`src/rtl/spi_master_gen.sv`:
```
// SPI master with runtime CPOL/CPHA, bit order, clock divider and chip select,
// fed by a valid/ready TX stream and emitting one RX pulse per received word.
module spi_master_gen #(
    parameter int DATA_W = 8,
    parameter int NUM_CS = 2,
    parameter int DIV_W  = 8,
    parameter int LEN_W  = 8,
    localparam int CSW   = (NUM_CS > 1) ? $clog2(NUM_CS) : 1
) (
    input  logic              clk_i,
    input  logic              rst_ni,
    input  logic              start_i,
    input  logic [CSW-1:0]    cs_sel_i,
    input  logic              cpol_i,
    input  logic              cpha_i,
    input  logic              lsb_first_i,
    input  logic [DIV_W-1:0]  clk_div_i,
    input  logic [LEN_W-1:0]  n_words_i,
    input  logic              abort_i,
    output logic              busy_o,
    output logic              done_o,
    output logic              tx_ready_o,
    input  logic              tx_valid_i,
    input  logic [DATA_W-1:0] tx_data_i,
    output logic              rx_valid_o,
    output logic [DATA_W-1:0] rx_data_o,
    output logic [LEN_W-1:0]  rx_idx_o,
    output logic              spi_sck_o,
    output logic              spi_mosi_o,
    input  logic              spi_miso_i,
    output logic [NUM_CS-1:0] spi_cs_n_o
);
    localparam int EW = $clog2(2 * DATA_W);

    typedef enum logic [2:0] {
        S_IDLE,
        S_CS_SETUP,
        S_LOAD,
        S_SHIFT,
        S_CS_HOLD
    } state_t;

    state_t             r_state;
    state_t             w_state_nxt;
    logic [DIV_W-1:0]   r_cnt;
    logic [DIV_W-1:0]   r_div;
    logic [EW-1:0]      r_edge;
    logic [LEN_W-1:0]   r_nwords;
    logic [LEN_W-1:0]   r_word_cnt;
    logic [DATA_W-1:0]  r_tx;
    logic [DATA_W-1:0]  r_rx;
    logic [DATA_W-1:0]  r_rx_data;
    logic [LEN_W-1:0]   r_rx_idx;
    logic               r_cpol;
    logic               r_cpha;
    logic               r_lsb;
    logic               r_sck;
    logic               r_mosi;
    logic               r_done;
    logic               r_rx_valid;
    logic [NUM_CS-1:0]  r_cs_n;

    logic               w_cnt_end;
    logic               w_reject;
    logic               w_abort;
    logic               w_hs;
    logic               w_edge;
    logic               w_last;
    logic               w_more;
    logic               w_sample;
    logic [DATA_W-1:0]  w_rx_shift;

    function automatic logic f_out_bit(input logic [DATA_W-1:0] word, input logic lsb);
        return lsb ? word[0] : word[DATA_W-1];
    endfunction

    function automatic logic [DATA_W-1:0] f_shift(input logic [DATA_W-1:0] word,
                                                  input logic lsb, input logic fill);
        return lsb ? {fill, word[DATA_W-1:1]} : {word[DATA_W-2:0], fill};
    endfunction

    assign w_cnt_end  = (r_cnt == r_div - DIV_W'(1));
    assign w_reject   = (n_words_i == '0) || (32'(cs_sel_i) >= 32'(NUM_CS));
    assign w_abort    = abort_i && (r_state != S_IDLE);
    assign w_hs       = (r_state == S_LOAD) && tx_valid_i && !abort_i;
    assign w_edge     = (r_state == S_SHIFT) && w_cnt_end && !abort_i;
    assign w_last     = (r_edge == EW'(2 * DATA_W - 1));
    assign w_more     = (r_word_cnt != r_nwords - LEN_W'(1));
    // Even edge index = leading edge; CPHA flips which edge samples.
    assign w_sample   = (~r_edge[0]) ^ r_cpha;
    assign w_rx_shift = f_shift(r_rx, r_lsb, spi_miso_i);

    always_ff @(posedge clk_i or negedge rst_ni) begin
        if (!rst_ni) begin
            r_state <= S_IDLE;
        end else begin
            r_state <= w_state_nxt;
        end
    end

    always_comb begin
        w_state_nxt = r_state;
        case (r_state)
            S_IDLE:     if (start_i && !w_reject) w_state_nxt = S_CS_SETUP;
            S_CS_SETUP: if (w_cnt_end) w_state_nxt = S_LOAD;
            S_LOAD:     if (tx_valid_i) w_state_nxt = S_SHIFT;
            S_SHIFT:    if (w_cnt_end && w_last) w_state_nxt = w_more ? S_LOAD : S_CS_HOLD;
            S_CS_HOLD:  if (w_cnt_end) w_state_nxt = S_IDLE;
            default:    w_state_nxt = S_IDLE;
        endcase
        if (w_abort) begin
            w_state_nxt = S_IDLE;
        end
    end

    always_ff @(posedge clk_i or negedge rst_ni) begin
        if (!rst_ni) begin
            r_cnt      <= '0;
            r_div      <= DIV_W'(1);
            r_edge     <= '0;
            r_nwords   <= '0;
            r_word_cnt <= '0;
            r_tx       <= '0;
            r_rx       <= '0;
            r_rx_data  <= '0;
            r_rx_idx   <= '0;
            r_cpol     <= 1'b0;
            r_cpha     <= 1'b0;
            r_lsb      <= 1'b0;
            r_sck      <= 1'b0;
            r_mosi     <= 1'b0;
            r_done     <= 1'b0;
            r_rx_valid <= 1'b0;
            r_cs_n     <= '1;
        end else begin
            r_done     <= 1'b0;
            r_rx_valid <= 1'b0;

            case (r_state)
                S_CS_SETUP, S_SHIFT, S_CS_HOLD: r_cnt <= w_cnt_end ? '0 : r_cnt + DIV_W'(1);
                default:                        r_cnt <= '0;
            endcase

            if (r_state == S_IDLE) begin
                r_sck  <= cpol_i;
                r_mosi <= 1'b0;
                if (start_i) begin
                    if (w_reject) begin
                        r_done <= 1'b1;
                    end else begin
                        r_cpol     <= cpol_i;
                        r_cpha     <= cpha_i;
                        r_lsb      <= lsb_first_i;
                        r_div      <= (clk_div_i == '0) ? DIV_W'(1) : clk_div_i;
                        r_nwords   <= n_words_i;
                        r_word_cnt <= '0;
                        r_cs_n     <= ~(NUM_CS'(1) << cs_sel_i);
                    end
                end
            end else if (w_abort) begin
                r_sck  <= r_cpol;
                r_cs_n <= '1;
                r_done <= 1'b1;
            end else begin
                if (w_hs) begin
                    r_edge <= '0;
                    if (!r_cpha) begin
                        r_mosi <= f_out_bit(tx_data_i, r_lsb);
                        r_tx   <= f_shift(tx_data_i, r_lsb, 1'b0);
                    end else begin
                        r_tx   <= tx_data_i;
                    end
                end

                if (w_edge) begin
                    r_sck  <= ~r_sck;
                    r_edge <= r_edge + EW'(1);
                    if (w_sample) begin
                        r_rx <= w_rx_shift;
                    end else if (!w_last) begin
                        r_mosi <= f_out_bit(r_tx, r_lsb);
                        r_tx   <= f_shift(r_tx, r_lsb, 1'b0);
                    end
                    if (w_last) begin
                        r_rx_valid <= 1'b1;
                        r_rx_data  <= w_sample ? w_rx_shift : r_rx;
                        r_rx_idx   <= r_word_cnt;
                        r_word_cnt <= r_word_cnt + LEN_W'(1);
                    end
                end

                if ((r_state == S_CS_HOLD) && w_cnt_end) begin
                    r_cs_n <= '1;
                    r_done <= 1'b1;
                end
            end
        end
    end

    assign busy_o     = (r_state != S_IDLE);
    assign tx_ready_o = (r_state == S_LOAD);
    assign done_o     = r_done;
    assign rx_valid_o = r_rx_valid;
    assign rx_data_o  = r_rx_data;
    assign rx_idx_o   = r_rx_idx;
    assign spi_sck_o  = r_sck;
    assign spi_mosi_o = r_mosi;
    assign spi_cs_n_o = r_cs_n;

endmodule
```
`config.mk`:
```
export PLATFORM = sky130hd
export DESIGN_NAME = spi_master_gen
export DESIGN_NICKNAME = d
export VERILOG_FILES = /design/src/rtl/spi_master_gen.sv
export SDC_FILE = /design/constraint.sdc
export NUM_CORES = 1
export LEC_CHECK = 0
export CAP_MARGIN = 25
export CORE_ASPECT_RATIO = 0.8
export CORE_MARGIN = 1
export CORE_UTILIZATION = 35
export DETAILED_ROUTE_END_ITERATION = 10
export PLACE_DENSITY = 0.58
export SLEW_MARGIN = 0
export SYNTH_ARGS = -nofsm -noshare
export SYNTH_HDL_FRONTEND = slang
export SYNTH_SLANG_ARGS = --single-unit
```
`constraint.sdc`:
```
create_clock -name clk_i -period 2.51 [get_ports clk_i]
set_input_delay 0.502 -clock clk_i [delete_from_list [all_inputs] [get_ports clk_i]]
set_output_delay 0.502 -clock clk_i [all_outputs]
set_load 0.01 [all_outputs]
```
==> flow_metrics.env <==
export IMPL_hold_path_class="primary input to async pin"
export IMPL_netlist_area_sq_mm=0.004397
export IMPL_ys_warnings_count=0
export IMPL_drv_slew=0
export IMPL_overflow=0
export IMPL_async_reset_ff_share_pct=100.0
export IMPL_p_total_mw=5.384
export IMPL_min_period_ns=2.430
export IMPL_area_growth_pct=29.17
export IMPL_grt_max_degree=44
export IMPL_ant_nets=0
export IMPL_finClkSkew_ns=0.007253
export IMPL_hold_viol=0
export IMPL_clk_transition_reported_paths_ns=0.06
export IMPL_fmax_mhz=411.6
export IMPL_drt_iter0_markers=200
export IMPL_dieHeight_microns=102.2
export IMPL_start_util_pct=36.02
export IMPL_path_class="register to register"
export IMPL_grt_antenna_before_repair=0
export IMPL_syn_inst=448
export IMPL_io_pin_count=58
export IMPL_num_rows=36
export IMPL_cts_root_buffer="clkbuf_16"
export IMPL_cts_buffers=9
export IMPL_synth_edf_count=0
export IMPL_cts_tree="built"
export IMPL_max_stage_delay_ns=0.55
export IMPL_synth_main_ff_cell="dfrtp_1"
export IMPL_setup_viol=0
export IMPL_postCtsHoldBufs=0
export IMPL_cp_required_ns=2.77
export IMPL_maxSlewHeadroom_pct=62.27
export IMPL_postSynthNetCount=487
export IMPL_synth_seq_cells=80
export IMPL_io_buffers=57
export IMPL_netlist_top_cells_area="dfrtp_1, mux2_2, nand2_1, mux2i_1, xor2_1"
export IMPL_grt_total_usage_pct=17.10
export IMPL_p_leak_nw=2.505
export IMPL_status="completed"
export IMPL_die_area_sq_mm=0.01302
export IMPL_drv_cap=0
export IMPL_wl_per_cell_microns=15.06
export IMPL_drive_above_1_share_pct=19.92
export IMPL_r2r_start="r_div[0]$_DFFE_PN1P_"
export IMPL_endpoint_kind="register"
export IMPL_wirelength_mm=10.44
export IMPL_hpwl_mm=7.311
export IMPL_htreeDepth=3
export IMPL_synth_area_per_cell_sq_um=9.814
export IMPL_arrival_ns=2.69
export IMPL_synth_largest_area_cell="dfrtp_1"
export IMPL_core_sq_mm=0.01221
export IMPL_final_cells=693
export IMPL_grt_pass1_vias=3404
export IMPL_ys_seq_area_share_pct=45.62
export IMPL_worstSkewPairLatency_ns=0.34
export IMPL_clk_path_buf_depth=2
export IMPL_drc_errors=0
export IMPL_synth_cell_types=58
export IMPL_placed_cells=673
export IMPL_synth_top_area_share_pct=43.82
export IMPL_finalSetupTns_ns=0
export IMPL_slowest_stage="dfstp_2"
export IMPL_cts_sinks=80
export IMPL_vias=3525
export IMPL_vias_per_cell=5.087
export IMPL_path_max_fanout=6
export IMPL_layout_nets=556
export IMPL_grt_pass1_wl_mm=17.24
export IMPL_path_cells="inv_1, ha_4, xor2_1, nand3_1, a211oi_4, buf_6, nand3_2, buf_4, nor3_1, mux2i_1"
export IMPL_startpoint="r_div[0]$_DFFE_PN1P_"
export IMPL_antennaDiodeCount=0
export IMPL_fp_dieW_microns=127.3
export IMPL_drtPass1Iterations=4
export IMPL_gp_congestion=0.8482
export IMPL_start_kind="register"
export IMPL_worst_ir_drop_vdd_mv=0.3768
export IMPL_fin_crit_sh_pct=96.81
export IMPL_worstMarginPinSlew_ns=0.5660
export IMPL_cellPowerDensity_mw_per_mm2=948.0
[layer usage]
layer | GRT usage (%) | routed length [microns] | vias up
met5 | 0 | 0 | -
met2 | 25.60 | 4501 | 51
met1 | 24.22 | 5422 | 1724
met4 | 6.136 | 154 | 0
li1 | - | - | 1737
met3 | 3.927 | 359 | 13
[flip-flops by register name, summed over array words and instances (netlist names), 2 cells and up]
register	count
r_cnt	8
rx_data_o	8
rx_idx_o	8
r_rx	8
spi_cs_n_o	2
r_tx	8
r_nwords	8
r_div	8
r_edge	4
r_state	3
r_word_cnt	8
[synthesized netlist by cell type (9+ instances only)]
| cell type | number |
|---|---|
| clkbuf_1 | 16 |
| xnor2_1 | 12 |
| mux2i_1 | 23 |
| o211ai_1 | 9 |
| mux2_2 | 31 |
| xor2_1 | 15 |
| dfrtp_1 | 77 |
| nor2_1 | 22 |
| a21oi_1 | 12 |
| nand3_1 | 14 |
| o21ai_0 | 22 |
| inv_1 | 10 |
| nand2_1 | 86 |
[worst max-delay path, delay by kind of cell, from the launching register on]
kind / cells / cell delay [ns]
fa+ha+maj: 1 / 0.27
simple gates: 3 / 0.49
compound gates: 1 / 0.27
flops: 1 / 0.55
mux: 1 / 0.20
xor+xnor: 1 / 0.12
buf+inv: 3 / 0.43
[cell type report]
| type | count | area (sq um) |
|---|---|---|
| clock buffers | 11 | 242.7 |
| multi-input cells | 335 | 2306 |
| well taps | 171 | 214.0 |
| clock inverters | 5 | 80.08 |
| flip-flops and latches | 80 | 2006 |
| fillers | 1147 | 6528 |
| inverters | 10 | 37.54 |
| repair buffers | 81 | 793.3 |
[report_power, final]
part	switching, mW	internal, mW	total, mW
clock	0.526	0.897	1.42
combinational	1.02	0.988	2.01
sequential	0.357	1.59	1.95
[logic make-up (layout without fill, tap and decap cells)]
| family | after synthesis | after routing | share of synthesized area, % |
|---|---|---|---|
| buffers and inverters | 34 | 107 | 3.216 |
| adders and majority gates | 5 | 5 | 1.423 |
| muxes | 54 | 54 | 13.18 |
| DFF | 80 | 80 | 45.62 |
| AOI/OAI and AO/OA | 71 | 71 | 11.41 |
| xor gates and xnor gates | 27 | 27 | 5.379 |
| and+or+nand+nor | 177 | 178 | 19.78 |
[cells in the final DEF, fill, tap and decap left out, types with 6 or more instances in the layout]
cell	n
o221a_2	6
o211ai_1	9
nor4_1	7
clkdlybuf4s50_1	56
inv_1	10
mux2_2	31
nor2_1	22
a21oi_1	8
xor2_1	15
mux2i_1	23
nand3_1	14
buf_4	20
o21ai_0	21
nand2b_1	6
nand2_1	86
clkbuf_16	9
xnor2_1	12
dfrtp_1	77
[stage by stage]
step	setup slack (ns)	cell area [sq um]	util, %	hold slack (ns)
after global placement	0.04794	5274	43.20	0.4767
after global routing	-0.03339	5679	46.53	0.1690
after detailed placement	-0.01625	5274	43.20	0.4795
final	0.08019	5679	46.53	0.1284
after floorplan	0.1668	4397	-	0.2064
after CTS	0.02256	5599	45.87	0.1411
[repair_timing]
action	in CTS	in global routing
buffers inserted	0	3
hold endpoints to repair	0	0
gates resized for setup	1	11
setup endpoints to repair	6	15
pin swaps	0	10
cloned	0	1
[final timing paths]
kind / end / slack (ns) / cells after the start
worst max register to register: r_word_cnt[4]$_DFFE_PN0P_ / 0.08 / 10
worst min-delay path: r_nwords[2]$_DFFE_PN0P_ / 0.13 / 1
worst max-delay path: r_word_cnt[4]$_DFFE_PN0P_ / 0.08 / 10
min in group clk_i: r_cpol$_DFFE_PN0P_ / 0.50 / 2
worst min register to register: r_cpol$_DFFE_PN0P_ / 0.50 / 2
max in group asynchronous: spi_cs_n_o[0]$_DFFE_PN1P_ / 1.72 / 2
No activity file was read; power rests on OpenSTA's default activity.
